--- src/rtl/ram_arb_pkg.sv ---
// Shared defaults and helpers for the round-robin RAM arbiter.
package ram_arb_pkg;

  localparam int unsigned DefNreq  = 2;
  localparam int unsigned DefDepth = 8;
  localparam int unsigned DefWidth = 8;

  // Priority pointer after serving requester idx, wrapping at nreq.
  function automatic int unsigned next_ptr(input int unsigned idx, input int unsigned nreq);
    return (idx + 1 >= nreq) ? 0 : idx + 1;
  endfunction

endpackage

--- src/rtl/single_port_RAM.sv ---
// Single-port synchronous RAM: one access per cycle, read data registered one cycle later.
module single_port_RAM #(
  parameter int unsigned DEPTH = 8,
  parameter int unsigned WIDTH = 8
) (
  input  logic                     clk,
  input  logic [$clog2(DEPTH)-1:0] addr,
  input  logic [WIDTH-1:0]         data_in,
  input  logic                     w_en,
  output logic [WIDTH-1:0]         data_out
);

  logic [WIDTH-1:0] mem [DEPTH];

  always_ff @(posedge clk) begin
    if (w_en) begin
      mem[addr] <= data_in;
    end
    data_out <= mem[addr];
  end

endmodule

--- src/rtl/ram_rr_arbiter.sv ---
// Round-robin arbiter sharing one single-port RAM between NREQ requesters; one access per
// cycle, read data returned one cycle after acceptance with a one-hot requester tag.
module ram_rr_arbiter
  import ram_arb_pkg::*;
#(
  parameter int unsigned DEPTH = DefDepth,
  parameter int unsigned WIDTH = DefWidth,
  parameter int unsigned NREQ  = DefNreq,
  localparam int unsigned AW   = $clog2(DEPTH)
) (
  input  logic                  clk,
  input  logic                  rst_n,
  input  logic [NREQ-1:0]       req_valid,
  output logic [NREQ-1:0]       req_ready,
  input  logic [NREQ-1:0]       req_we,
  input  logic [NREQ*AW-1:0]    req_addr,
  input  logic [NREQ*WIDTH-1:0] req_wdata,
  output logic [NREQ-1:0]       rsp_valid,
  output logic [WIDTH-1:0]      rsp_rdata
);

  localparam int unsigned PW = $clog2(NREQ);

  logic [NREQ-1:0]  valid_m;
  logic [NREQ-1:0]  grant;
  logic             gnt_any;
  logic [PW-1:0]    gnt_idx;
  logic [PW:0]      cand;
  logic [PW-1:0]    ptr_d, ptr_q;
  logic [NREQ-1:0]  rsp_valid_d, rsp_valid_q;
  logic [AW-1:0]    ram_addr;
  logic [WIDTH-1:0] ram_wdata;
  logic             ram_we;

  // Search from ptr upward, wrapping; masking with rst_n keeps the RAM idle during reset.
  always_comb begin
    valid_m = req_valid & {NREQ{rst_n}};
    gnt_any = 1'b0;
    gnt_idx = '0;
    cand    = '0;
    for (int k = 0; k < NREQ; k++) begin
      cand = {1'b0, ptr_q} + (PW+1)'(k);
      if (cand >= (PW+1)'(NREQ)) begin
        cand = cand - (PW+1)'(NREQ);
      end
      if (!gnt_any && valid_m[cand[PW-1:0]]) begin
        gnt_any = 1'b1;
        gnt_idx = cand[PW-1:0];
      end
    end
    grant = '0;
    if (gnt_any) begin
      grant[gnt_idx] = 1'b1;
    end
  end

  always_comb begin
    ram_addr  = '0;
    ram_wdata = '0;
    ram_we    = 1'b0;
    for (int i = 0; i < NREQ; i++) begin
      if (grant[i]) begin
        ram_addr  = req_addr[i*AW +: AW];
        ram_wdata = req_wdata[i*WIDTH +: WIDTH];
        ram_we    = req_we[i];
      end
    end
  end

  always_comb begin
    ptr_d       = gnt_any ? PW'(next_ptr(32'(gnt_idx), NREQ)) : ptr_q;
    rsp_valid_d = (gnt_any && !ram_we) ? grant : '0;
  end

  always_ff @(posedge clk or negedge rst_n) begin
    if (!rst_n) begin
      ptr_q       <= '0;
      rsp_valid_q <= '0;
    end else begin
      ptr_q       <= ptr_d;
      rsp_valid_q <= rsp_valid_d;
    end
  end

  single_port_RAM #(
    .DEPTH (DEPTH),
    .WIDTH (WIDTH)
  ) u_ram (
    .clk      (clk),
    .addr     (ram_addr),
    .data_in  (ram_wdata),
    .w_en     (ram_we),
    .data_out (rsp_rdata)
  );

  assign req_ready = grant;
  assign rsp_valid = rsp_valid_q;

endmodule

--- config.mk ---
export PLATFORM = sky130hd
export DESIGN_NAME = ram_rr_arbiter
export DESIGN_NICKNAME = d
export VERILOG_FILES = /design/src/rtl/ram_arb_pkg.sv /design/src/rtl/single_port_RAM.sv /design/src/rtl/ram_rr_arbiter.sv
export SDC_FILE = /design/constraint.sdc
export NUM_CORES = 1
export LEC_CHECK = 0
export BUFFER_PORTS_ARGS = -buffer_cell sky130_fd_sc_hd__buf_2
export CAP_MARGIN = 20
export CORE_MARGIN = 1
export CORE_UTILIZATION = 60
export DETAILED_ROUTE_END_ITERATION = 10
export PLACE_DENSITY = 0.82
export SYNTH_ARGS = -nofsm -noshare
export SYNTH_HDL_FRONTEND = slang
export SYNTH_SLANG_ARGS = --single-unit
export TNS_END_PERCENT = 10
--- constraint.sdc ---
create_clock -name clk -period 6.2 [get_ports clk]
set_input_delay 1.24 -clock clk [delete_from_list [all_inputs] [get_ports clk]]
set_output_delay 1.24 -clock clk [all_outputs]
set_load 0.01 [all_outputs]
---- Word level (Yosys, flattened, before mapping) ----
Memory sizes are Yosys's and may differ from the RTL's. A register that Yosys moved wholly into a read port is not among the register bits.
Cells that the tools add are included.
word-level totals
  input bits .............................. 28
  memories kept ........................... 1
  word-level logic and storage cells ...... 43
  register bits after elaboration ......... 3
  RAM bits ................................ 64
  output and inout bits ................... 12
cells by class
  muxes and demuxes ....................... 23
  order comparisons ....................... 7
  add/subtract/negate cells ............... 4
  reduce and logical (&&, ||, !) cells .... 5
  bitwise logic cells ..................... 1
memory list
  memory     words  width  read ports  clocked after Yosys merged registers in  write ports  RTL line               text
  u_ram.mem  8      8      1           1                                        1            single_port_RAM.sv:13  logic [WIDTH-1:0] mem [DEPTH];
operator list
  operator                                                                       number
  1-bit two-way mux                                                              16
  8-bit two-way mux                                                              2
  1-bit by 2-bit less-than comparator with 1-bit output (second input constant)  3
  3-bit two-way mux                                                              2
  1-bit by 1-bit adder with 2-bit output (second input constant)                 2
  2-bit >= comparator (second input constant)                                    2
  2-bit two-way mux                                                              2
  1-bit logical AND                                                              3
  2-bit AND                                                                      1
  1-bit by 2-bit >= comparator with 1-bit output (second input constant)         1
  1-bit logical NOT                                                              2
  1-bit subtractor (second input constant)                                       2
  1-bit demux with 1-bit select                                                  1
  1-bit >= comparator (second input constant)                                    1

---- Logic depth before layout (Yosys ltp) ----
Gate-level depths: netlist of run 1.
  word-level depth ........................ 18
  gate-level depth with buffers ........... 7
  mapped depth without buffers ............ 5

---- Cells and area by module ----
Synthesis of run 1 repeated with hierarchy kept, for this count alone.
second synthesis, totals
  cells, all modules ...................... 185
  area, all modules ....................... 3052.9 um2
modules (own cells, without submodules)
  module           cells each  instances  area an instance (um2)
  single_port_RAM  129         1          2715.1
  ram_rr_arbiter   56          1          337.8

---- Least setup slack after synthesis of run 1 ----
OpenSTA, ideal clock, no wires.
  path type ............................... input -> output
  from .................................... input rst_n
  to ...................................... output req_ready[1]
  stages on the path ...................... 3
  data required time ...................... 4.960 ns
  arrival ................................. 1.958 ns
  setup slack ............................. 3.002 ns
  cell sequence ........................... clkbuf_1 -> nand2_1 -> nor2_1
between the ends
  cells in the longest elaborated chain, start to end .. 12
  elaborated cells on any way between the ends .. 17
  those cells by class .................... order compare: 2; mux: 11; bitwise: 1; reduce/logical: 3
RTL lines
  item                                                                                                                RTL line              text
  from (decl)                                                                                                         ram_rr_arbiter.sv:12  input logic rst_n,
  2-bit AND (*)                                                                                                       ram_rr_arbiter.sv:37  valid_m = req_valid & {NREQ{rst_n}};
  1-bit two-way mux (implied by the code) (2 in series)                                                               ram_rr_arbiter.sv:46  if (!gnt_any && valid_m[cand[PW-1:0]]) begin
  1-bit two-way mux                                                                                                   ram_rr_arbiter.sv:46
  1-bit logical NOT                                                                                                   ram_rr_arbiter.sv:46
  1-bit logical AND                                                                                                   ram_rr_arbiter.sv:46
  1-bit two-way mux                                                                                                   ram_rr_arbiter.sv:46
  1-bit by 2-bit less-than comparator with 1-bit output (implied by the code) or 1-bit >= comparator (tied branches)  ram_rr_arbiter.sv:53  grant[gnt_idx] = 1'b1;
  1-bit logical AND (implied by the code)                                                                             ram_rr_arbiter.sv:53
  1-bit two-way mux (implied by the code)                                                                             ram_rr_arbiter.sv:53
  1-bit demux with 1-bit select                                                                                       ram_rr_arbiter.sv:53
  2-bit two-way mux (*)                                                                                               ram_rr_arbiter.sv:52  if (gnt_any) begin
  to (decl)                                                                                                           ram_rr_arbiter.sv:14  output logic [NREQ-1:0] req_ready,
Mark *: on every way between the ends. The rest lies on a longest branch, timed or not. The select of a mux whose other input is x is not followed.

---- Worst setup path in the final report of run 1 ----
  from .................................... input req_valid[1]
  to ...................................... memory u_ram.mem[6][4] (enable)
between the ends
  cells in the longest elaborated chain, start to end .. 16
  elaborated cells on any way between the ends .. 23
  those cells by class .................... order compare: 2; mux: 17; bitwise: 1; reduce/logical: 3
RTL lines
  item                                                                                                                RTL line               text
  from (decl)                                                                                                         ram_rr_arbiter.sv:13   input logic [NREQ-1:0] req_valid,
  2-bit AND (*)                                                                                                       ram_rr_arbiter.sv:37
  1-bit two-way mux (implied by the code) (2 in series)                                                               ram_rr_arbiter.sv:46
  1-bit two-way mux                                                                                                   ram_rr_arbiter.sv:46
  1-bit logical NOT                                                                                                   ram_rr_arbiter.sv:46
  1-bit logical AND                                                                                                   ram_rr_arbiter.sv:46
  1-bit two-way mux                                                                                                   ram_rr_arbiter.sv:46
  1-bit by 2-bit less-than comparator with 1-bit output (implied by the code) or 1-bit >= comparator (tied branches)  ram_rr_arbiter.sv:53
  1-bit logical AND (implied by the code)                                                                             ram_rr_arbiter.sv:53
  1-bit two-way mux (implied by the code)                                                                             ram_rr_arbiter.sv:53
  1-bit demux with 1-bit select                                                                                       ram_rr_arbiter.sv:53
  2-bit two-way mux (*)                                                                                               ram_rr_arbiter.sv:52
  1-bit two-way mux (2 in series)                                                                                     ram_rr_arbiter.sv:62   if (grant[i]) begin
  1-bit two-way mux                                                                                                   single_port_RAM.sv:16  if (w_en) begin
  1-bit two-way mux (implied by the code)                                                                             single_port_RAM.sv:17  mem[addr] <= data_in;
  to (decl)                                                                                                           single_port_RAM.sv:13
Marked as above.

==> flow_metrics.tcl, run 1 <==
set metrics [dict create \
    power_frac_seq_pct 57.9 \
    tightestPinTransition_ps 1110 \
    synth_top_area_share_pct 63.1 \
    critPathMaxFanout 26 \
    ys_ff_latch 75 \
    io_pins 40 \
    wl_per_cell_um 19.9 \
    nets 263 \
    synth_warnings 0 \
    dieHeight_um 73.2 \
    die_w_um 73.2 \
    ff2ff_setup_slack_ps 3210 \
    cts_buffers 9 \
    pre_cts_ws_ps 2270 \
    clock_skew_ps 8.85 \
    worstSkewPairLatency_ps 340 \
    synth-simple-area-share_pct 10.6 \
    syn_avg_cell_area_um2 16.1 \
    grt_max_degree 27 \
    ir_drop_mv 0.197 \
    coreArea_um2 4820 \
    yosys.area.top_type "edfxtp_1" \
    end_kind "flip-flop" \
    synth_seq_area_share_pct 70.9 \
    ys.flop_type "edfxtp_1" \
    power_leakage_nw 1.31 \
    cts_tree "yes" \
    p_sw_share_pct 23.9 \
    grt_pass1_vias 1708 \
    p_int_mw 0.754 \
    finalCritPeriodShare_pct 58.4 \
    ctsHoldBuffers 0 \
    dpl.hpwl_um 4080 \
    worstPathArrival_ps 3580 \
    fmax_mhz 276 \
    post-cts-setup-buffers 0 \
    synth_xor_area_share_pct 0 \
    first_iter_violations 144 \
    pwr-share-clk_pct 30.8 \
    first_pass_iters 5 \
    drcViolationCount 0 \
    synthAdderAreaFrac_pct 0 \
    setup_slack_ps 2580 \
    hold_viol 0 \
    syn_to_final_growth_pct 13.5 \
    whs_ps 639 \
    synth_cell_types 28 \
    layout-drive-gt1-share_pct 25.8 \
    syn_nets 217 \
    clock_sinks 75 \
    status "finished clean" \
    grt_usage_pct 25.6 \
    synthTopCellsByArea "edfxtp_1, mux4_1, dfxtp_1, nand2_1, and3_1" \
    postCtsResizedCells 0 \
    crit_type "in -> reg" \
    dpl.cell_count 290 \
    cp-start-kind "input port" \
    syn_inst 189 \
    numPortBuffers 39 \
    power_switching_mw 0.237 \
    clockBufferDepth 2 \
    slew_violations 0 \
    route.antenna.remaining_nets 0 \
    synth_area_um2 3040 \
    grt-ovfl-total 0 \
    cts_root_buffer "clkbuf_8" \
    required_ps 6160 \
    rsz0062_at_grt "no" \
    start_util_pct 63.2 \
    maxSlewHeadroom_pct 25.7 \
    place_congestion 0.794 \
    synth_enable_flop_cells 64 \
    synth_top_family_by_area "simple AND/OR/NAND/NOR gates" \
    num_rows 25 \
    htreeDepth 3 \
    p_comb_share_pct 11.3 \
    hp-class "reg -> reg" \
    via_count 1887 \
    synth_compound_area_share_pct 9.78 \
    die-area_um2 5360 \
    setup_viol 0 \
    n_antenna_cell 0 \
    grt_pass1_wl_um 9230 \
    powerDensity_nw_per_um2 287 \
    path_clk_slew_ps 70 \
    drv_cap 0 \
    viasPerCell 6.15 \
    fin_cells 307 \
    synth_mux_area_share_pct 6.91 \
    fin_crit_ps 3620 \
    drt-total-wl_um 6110 \
    tns_ps 0 \
    async_flop_share_pct 4.00 \
    antenna_found_initial 0 \
]
## layout make-up
cell class              instances  area (µm²)
multi-input cells             105         831
clock inverters                 4        18.8
well taps                      67        83.8
fillers                       322        1360
clock buffers                  12         135
flip-flops and latches         75        2160
repair buffers                 43         225
inverters                       1        3.75
## cells in the final DEF, fill, tap and decap left out, types with 2 or more instances in the layout
master,instances
edfxtp_1,64
buf_2,39
nand2_1,30
and3_1,16
nor3_1,9
clkbuf_8,9
a22o_1,8
a211oi_1,8
mux4_1,8
o31ai_1,8
dfxtp_1,8
a32oi_1,3
nor2b_1,3
clkbuf_1,3
clkinv_2,3
buf_4,3
dfrtp_1,3
and2_1,2
## stage by stage
stage	power, mW	area [µm²]	utilization (%)
after floorplan	0.657	3040	-
final	0.991	3450	71.7
after global placement	0.693	3290	68.4
after CTS	0.992	3450	71.6
after detailed placement	0.696	3290	68.4
after global routing	1.03	3450	71.7
## cells in the mapped netlist (2+ instances only)
master	n
nor3_1	9
a22o_1	8
buf_6	2
edfxtp_1	64
dfxtp_1	8
o31ai_1	8
and2_1	2
mux4_1	8
nand2_1	30
and3_1	16
nor2b_1	3
a32oi_1	3
dfrtp_1	3
clkbuf_1	2
a211oi_1	8
buf_2	3
## kinds of logic after synthesis
family / Yosys count
buffers and inverters: 9
flip-flops: 75
AO/OA/AOI/OAI: 33
multiplexers: 8
AND/OR/NAND/NOR: 64
## worst max-delay path, stage by stage
cell and delay, ps:
buf_2 180, a21boi_4 280, a32o_2 520, nand2_1 400
nor3_1 960
## sequential cells by signal (all words and copies together), names as in the netlist
signal,cells
ptr_q,1
rsp_valid,2
u_ram.data_out,8
u_ram.mem,64
## path summary, 6_finish.rpt
| path | startpoint | to | depth (start not counted) |
|---|---|---|---|
| min in group asynchronous | rst_n | rsp_valid[1]$_DFF_PN0_ | 1 |
| max in group asynchronous | rst_n | ptr_q$_DFFE_PN0N_ | 1 |
| max reg2reg | ptr_q$_DFFE_PN0N_ | u_ram.mem[6][4]$_DFFE_PP_ | 4 |
| min | u_ram.mem[0][1]$_DFFE_PP_ | u_ram.data_out[1]$_DFF_P_ | 2 |
| max | req_valid[1] | u_ram.mem[6][4]$_DFFE_PP_ | 5 |
| min reg2reg | u_ram.mem[0][1]$_DFFE_PP_ | u_ram.data_out[1]$_DFF_P_ | 2 |
## layer usage
metal | GRT usage, % | share of wire (%) | wire [µm] | vias up
met5 | 0 | 0 | 0 | -
met3 | 5.94 | 9.2 | 564 | 16
met4 | 13.1 | 2.1 | 129 | 0
met2 | 38.8 | 48 | 2920 | 124
li1 | - | - | - | 846
met1 | 35.1 | 41 | 2490 | 901
## power by group through the flow
stage / sequential (mW) / clock (mW) / combinational (mW)
6_report: 0.574 / 0.305 / 0.112
5_1_grt: 0.575 / 0.329 / 0.122
4_1_cts: 0.574 / 0.307 / 0.112
3_5_place_dp: 0.585 / 0 / 0.111
3_3_place_gp: 0.584 / 0 / 0.109
2_1_floorplan: 0.589 / 0 / 0.0674
Power figures use the tool's default switching activity.
==> run 2: changes to the inputs <==
- CORE_UTILIZATION: 60 -> 51
- PLACE_DENSITY: 0.82 -> 0.75
- clock period: 6.2 -> 2.99 ns (I/O delays scaled with it)
==> run 2 against run 1 <==
Against the previous run:
- register-to-register slack worse by 2300 ps
- clock power rose to 2.7 times the previous value
- sequential share of layout area down 2.2 points
- combinational power grew 110%
- critical path depth grew 1
- wire length up 5.4%
- flip-flop and latch count did not move
- first-iteration DRC count grew 16%
- global-route usage down 2.7 points
- cell count is 4.6% higher
- critical path type unchanged
==> flow_metrics.tcl, run 2 (synthesis gave the netlist of run 1 again) <==
set metrics [dict create \
    status "finished clean" \
    layout-drive-gt1-share_pct 28.9 \
    hold_viol 0 \
    cts_buffers 9 \
    required_ps 3040 \
    cts_root_buffer "clkbuf_8" \
    dpl.hpwl_um 4510 \
    clock_sinks 75 \
    tns_ps 0 \
    grt_pass1_wl_um 9940 \
    hp-class "in -> async" \
    n_antenna_cell 0 \
    rsz0062_at_grt "no" \
    worstSkewPairLatency_ps 340 \
    powerDensity_nw_per_um2 626 \
    setup_viol 0 \
    place_congestion 0.786 \
    nets 272 \
    crit_type "in -> reg" \
    slew_violations 0 \
    antenna_found_initial 0 \
    wl_per_cell_um 20.0 \
    clock_skew_ps 8.61 \
    final_cell_mix "edfxtp_1, buf_2, nand2_1" \
    ir_drop_mv 0.407 \
    route.antenna.remaining_nets 0 \
    top_register "u_ram.mem" \
    coreArea_um2 5640 \
    io_pins 40 \
    clockBufferDepth 2 \
    viasPerCell 5.79 \
    drcViolationCount 0 \
    drv_cap 0 \
    first_pass_iters 4 \
    ctsHoldBuffers 0 \
    via_count 1860 \
    fin_crit_ps 2120 \
    numPortBuffers 39 \
    start_util_pct 54.0 \
    post-cts-setup-buffers 0 \
    end_kind "flip-flop" \
    power_leakage_nw 1.37 \
    worstPathArrival_ps 2170 \
    finalCritPeriodShare_pct 70.8 \
    path_clk_slew_ps 70 \
    die_w_um 79.3 \
    grt_max_degree 26 \
    num_rows 27 \
    postCtsResizedCells 0 \
    tightestPinTransition_ps 730 \
    largest_register_ffs 64 \
    cp-start-kind "input port" \
    grt_pass1_vias 1834 \
    fin_cells 321 \
    maxSlewHeadroom_pct 51.4 \
    cts_tree "yes" \
    mostFrequentLayoutCell "edfxtp_1" \
    p_total_mw 2.24 \
    grt_usage_pct 22.9 \
    drt-total-wl_um 6440 \
    syn_to_final_growth_pct 17.7 \
    first_iter_violations 167 \
    dieHeight_um 79.3 \
    die-area_um2 6280 \
    dpl.cell_count 305 \
    grt-ovfl-total 0 \
    htreeDepth 3 \
    fmax_mhz 473 \
    critPathMaxFanout 19 \
]
[run 2: final cells by class]
type,instances,area (µm²)
Timing Repair Buffer,52,293
Fill cell,404,2060
Clock buffer,10,128
Inverter,1,3.75
Sequential cell,75,2160
Tap cell,72,90.1
Clock inverter,6,80.1
Multi-Input combinational cell,105,831
[run 2: where the power goes]
group	total [mW]	switching (mW)	internal (mW)
clock network	0.811	0.348	0.463
logic	0.239	0.142	0.0975
registers	1.19	0.0147	1.18
[run 2: critical path, cell delays in order]
cell and delay (ps):
buf_2 190, and2_2 260, a32oi_4 470, nand2_1 180, nor3_1 240, buf_4 220
[run 2: metal layers]
layer  part of all wire (%)  vias to the layer above  global-route usage (%)
met1                     44                      924                    31.1
li1                       -                      868                       -
met5                      0                        -                       0
met3                    5.2                       13                    4.37
met4                    2.2                        0                    12.9
met2                     49                       55                    34.8
[run 2: path summary, 6_finish.rpt]
check | end | from | depth (start not counted) | slack (ps)
worst max-delay path | u_ram.mem[2][5]$_DFFE_PP_ | rst_n | 6 | 870
worst min-delay path | rsp_valid[1]$_DFF_PN0_ | rst_n | 1 | 120
worst max register to register | u_ram.mem[4][1]$_DFFE_PP_ | ptr_q$_DFFE_PN0N_ | 6 | 910
worst min register to register | u_ram.data_out[3]$_DFF_P_ | u_ram.mem[0][3]$_DFFE_PP_ | 2 | 640
max in group asynchronous | rsp_valid[0]$_DFF_PN0_ | rst_n | 1 | 2650
min in group clk | rsp_valid[0]$_DFF_PN0_ | req_we[0] | 2 | 430
[run 2: stage by stage]
stage / hold slack, ps / worst slack, ps / utilization, % / instance area, µm²
2_1_floorplan: 302 / 486 / - / 3040
3_3_place_gp: 473 / 560 / 59.8 / 3370
3_5_place_dp: 478 / 516 / 59.8 / 3370
4_1_cts: 108 / 873 / 63.5 / 3580
5_1_grt: 125 / 768 / 63.5 / 3580
6_report: 121 / 875 / 63.5 / 3580
==> run 3: changes to the inputs <==
- clock period: 2.99 -> 1.7 ns (I/O delays scaled with it)
==> run 3 against run 2 <==
Against the previous run:
- the flow now finishes with violations (negative setup slack)
- total power up 75%
- count of clock-buffer cells in the layout stayed put
- sequential power up 76%
- die area stayed put
- flip-flop and latch count unchanged
- worst hold slack improved by 64 ps
- register-to-register slack got worse by 1200 ps
- critical endpoint is now u_ram.data_out[1]$_DFF_P_
==> flow_metrics.tcl, run 3 (synthesis gave the netlist of run 1 again) <==
set metrics [dict create \
    cp-start-kind "flip-flop" \
    dpl.hpwl_um 4730 \
    timing.critical_path.cells "nand2b_4 -> a32o_2 -> buf_4 -> and3_1 -> a211oi_1 -> o31ai_2" \
    clock_sinks 75 \
    hp-start "req_we[0]" \
    dpl.cell_count 323 \
    layout-drive-gt1-share_pct 47.6 \
    fmax_mhz 512 \
    n_antenna_cell 0 \
    crit_type "reg -> reg" \
    grt_usage_pct 24.6 \
    worstSkewPairLatency_ps 340 \
    rsz0062_at_grt "yes" \
    pre_cts_ws_ps -252 \
    place_congestion 0.747 \
    hold_depth 2 \
    final_area_um2 4000 \
    reg2reg_to "u_ram.data_out[1]$_DFF_P_" \
    antenna_found_initial 0 \
    status "finished, violations left" \
    die_w_um 79.3 \
    dieHeight_um 79.3 \
    worst-r2r-cell-count 6 \
    slowest_delay_ps 440 \
    viasPerCell 5.73 \
    tightestPinTransition_ps 426 \
    maxSlewHeadroom_pct 71.4 \
    grt_max_degree 17 \
    slew_violations 0 \
    numPortBuffers 39 \
    top_register "u_ram.mem" \
    setup_viol 73 \
    coreArea_um2 5640 \
    io_pins 40 \
    hp-class "in -> reg" \
    finalCritPeriodShare_pct 115 \
    end_kind "flip-flop" \
    crit_slowest_cell "dfrtp_2" \
    grt_pass1_wl_um 10700 \
    die-area_um2 6280 \
    cts_root_buffer "clkbuf_8" \
    route.antenna.remaining_nets 0 \
    drcViolationCount 0 \
    min_to "rsp_valid[0]$_DFF_PN0_" \
    start_util_pct 54.0 \
    final_cell_mix "edfxtp_1, buf_2, nand2_1" \
    drt-total-wl_um 6830 \
    violations "negative setup slack" \
    path_clk_slew_ps 80 \
    first_iter_violations 182 \
    fin_crit_ps 1950 \
    mostFrequentLayoutCell "edfxtp_1" \
    cts_buffers 9 \
    tns_ps -10600 \
    first_pass_iters 4 \
    fin_cells 343 \
    whs_ps 185 \
    syn_to_final_growth_pct 31.3 \
    largest_register_ffs 64 \
    grt_pass1_vias 1975 \
    final_util_pct 70.9 \
    cp.buffers_inverters 1 \
    setup_slack_ps -251 \
    worstPathArrival_ps 2170 \
    powerDensity_nw_per_um2 981 \
    r2r-start "ptr_q$_DFFE_PN0N_" \
    cts_tree "yes" \
    critPathMaxFanout 13 \
    drv_cap 0 \
    num_rows 27 \
    hold_viol 0 \
    htreeDepth 3 \
    wl_per_cell_um 19.9 \
    ir_drop_mv 0.887 \
    nets 294 \
    clockBufferDepth 2 \
    clock_skew_ps 7.86 \
    grt-ovfl-total 0 \
    power_leakage_nw 1.55 \
    required_ps 1920 \
    via_count 1966 \
    dpl_cell_area_um2 3720 \
    cpLargestDelayFamily "compound AO/OA/AOI/OAI gates" \
    ff2ff_setup_slack_ps -250 \
    p_total_mw 3.92 \
]
==> run 3: cell type report <==
class / count / area (µm²)
flip-flops and latches: 75 / 2160
fillers: 361 / 1640
multi-input cells: 105 / 951
repair buffers: 74 / 609
clock buffers: 10 / 138
well taps: 72 / 90.1
clock inverters: 6 / 47.5
inverters: 1 / 3.75
==> run 3: worst max path at each step <==
stage	start	endpoint	slack, ps	depth (start not counted)
finish	ptr_q$_DFFE_PN0N_	u_ram.data_out[1]$_DFF_P_	-250	6
global route	ptr_q$_DFFE_PN0N_	u_ram.data_out[1]$_DFF_P_	-310	6
CTS	ptr_q$_DFFE_PN0N_	u_ram.data_out[0]$_DFF_P_	-210	6
detailed placement	rst_n	u_ram.data_out[0]$_DFF_P_	-250	7
global placement	req_valid[0]	u_ram.mem[3][5]$_DFFE_PP_	-250	7
floorplan	req_valid[1]	u_ram.mem[3][0]$_DFFE_PP_	-170	6
==> run 3: worst register-to-register path, cell delays in order (launching register included) <==
cell,delay [ps]
dfrtp_2,440
nand2b_4,190
a32o_2,310
buf_4,200
and3_1,200
a211oi_1,390
o31ai_2,120
==> run 3: what timing repair did <==
| action | CTS | global route |
|---|---|---|
| cloned | 1 | 0 |
| setup endpoints to repair | 74 | 97 |
| buffers inserted | 2 | 0 |
| gates resized for setup | 16 | 12 |
| pin swaps | 14 | 11 |
| hold buffers | 1 | 0 |
| hold endpoints to repair | 3 | 0 |
==> run 3: where the power goes <==
part           internal (mW)  total, mW  leakage, nW  switching, mW
clock                  0.584       1.25       0.0937          0.664
sequential              2.07       2.10        0.692         0.0255
combinational          0.265      0.577        0.766          0.312
total                   2.92       3.92         1.55           1.00
==> run 3: metal layers <==
metal,global-route usage (%),wire [µm],up-vias
li1,-,-,909
met1,36.3,2900,956
met2,34.7,3220,89
met3,5.17,607,12
met4,11.8,109,0
met5,0,0,-
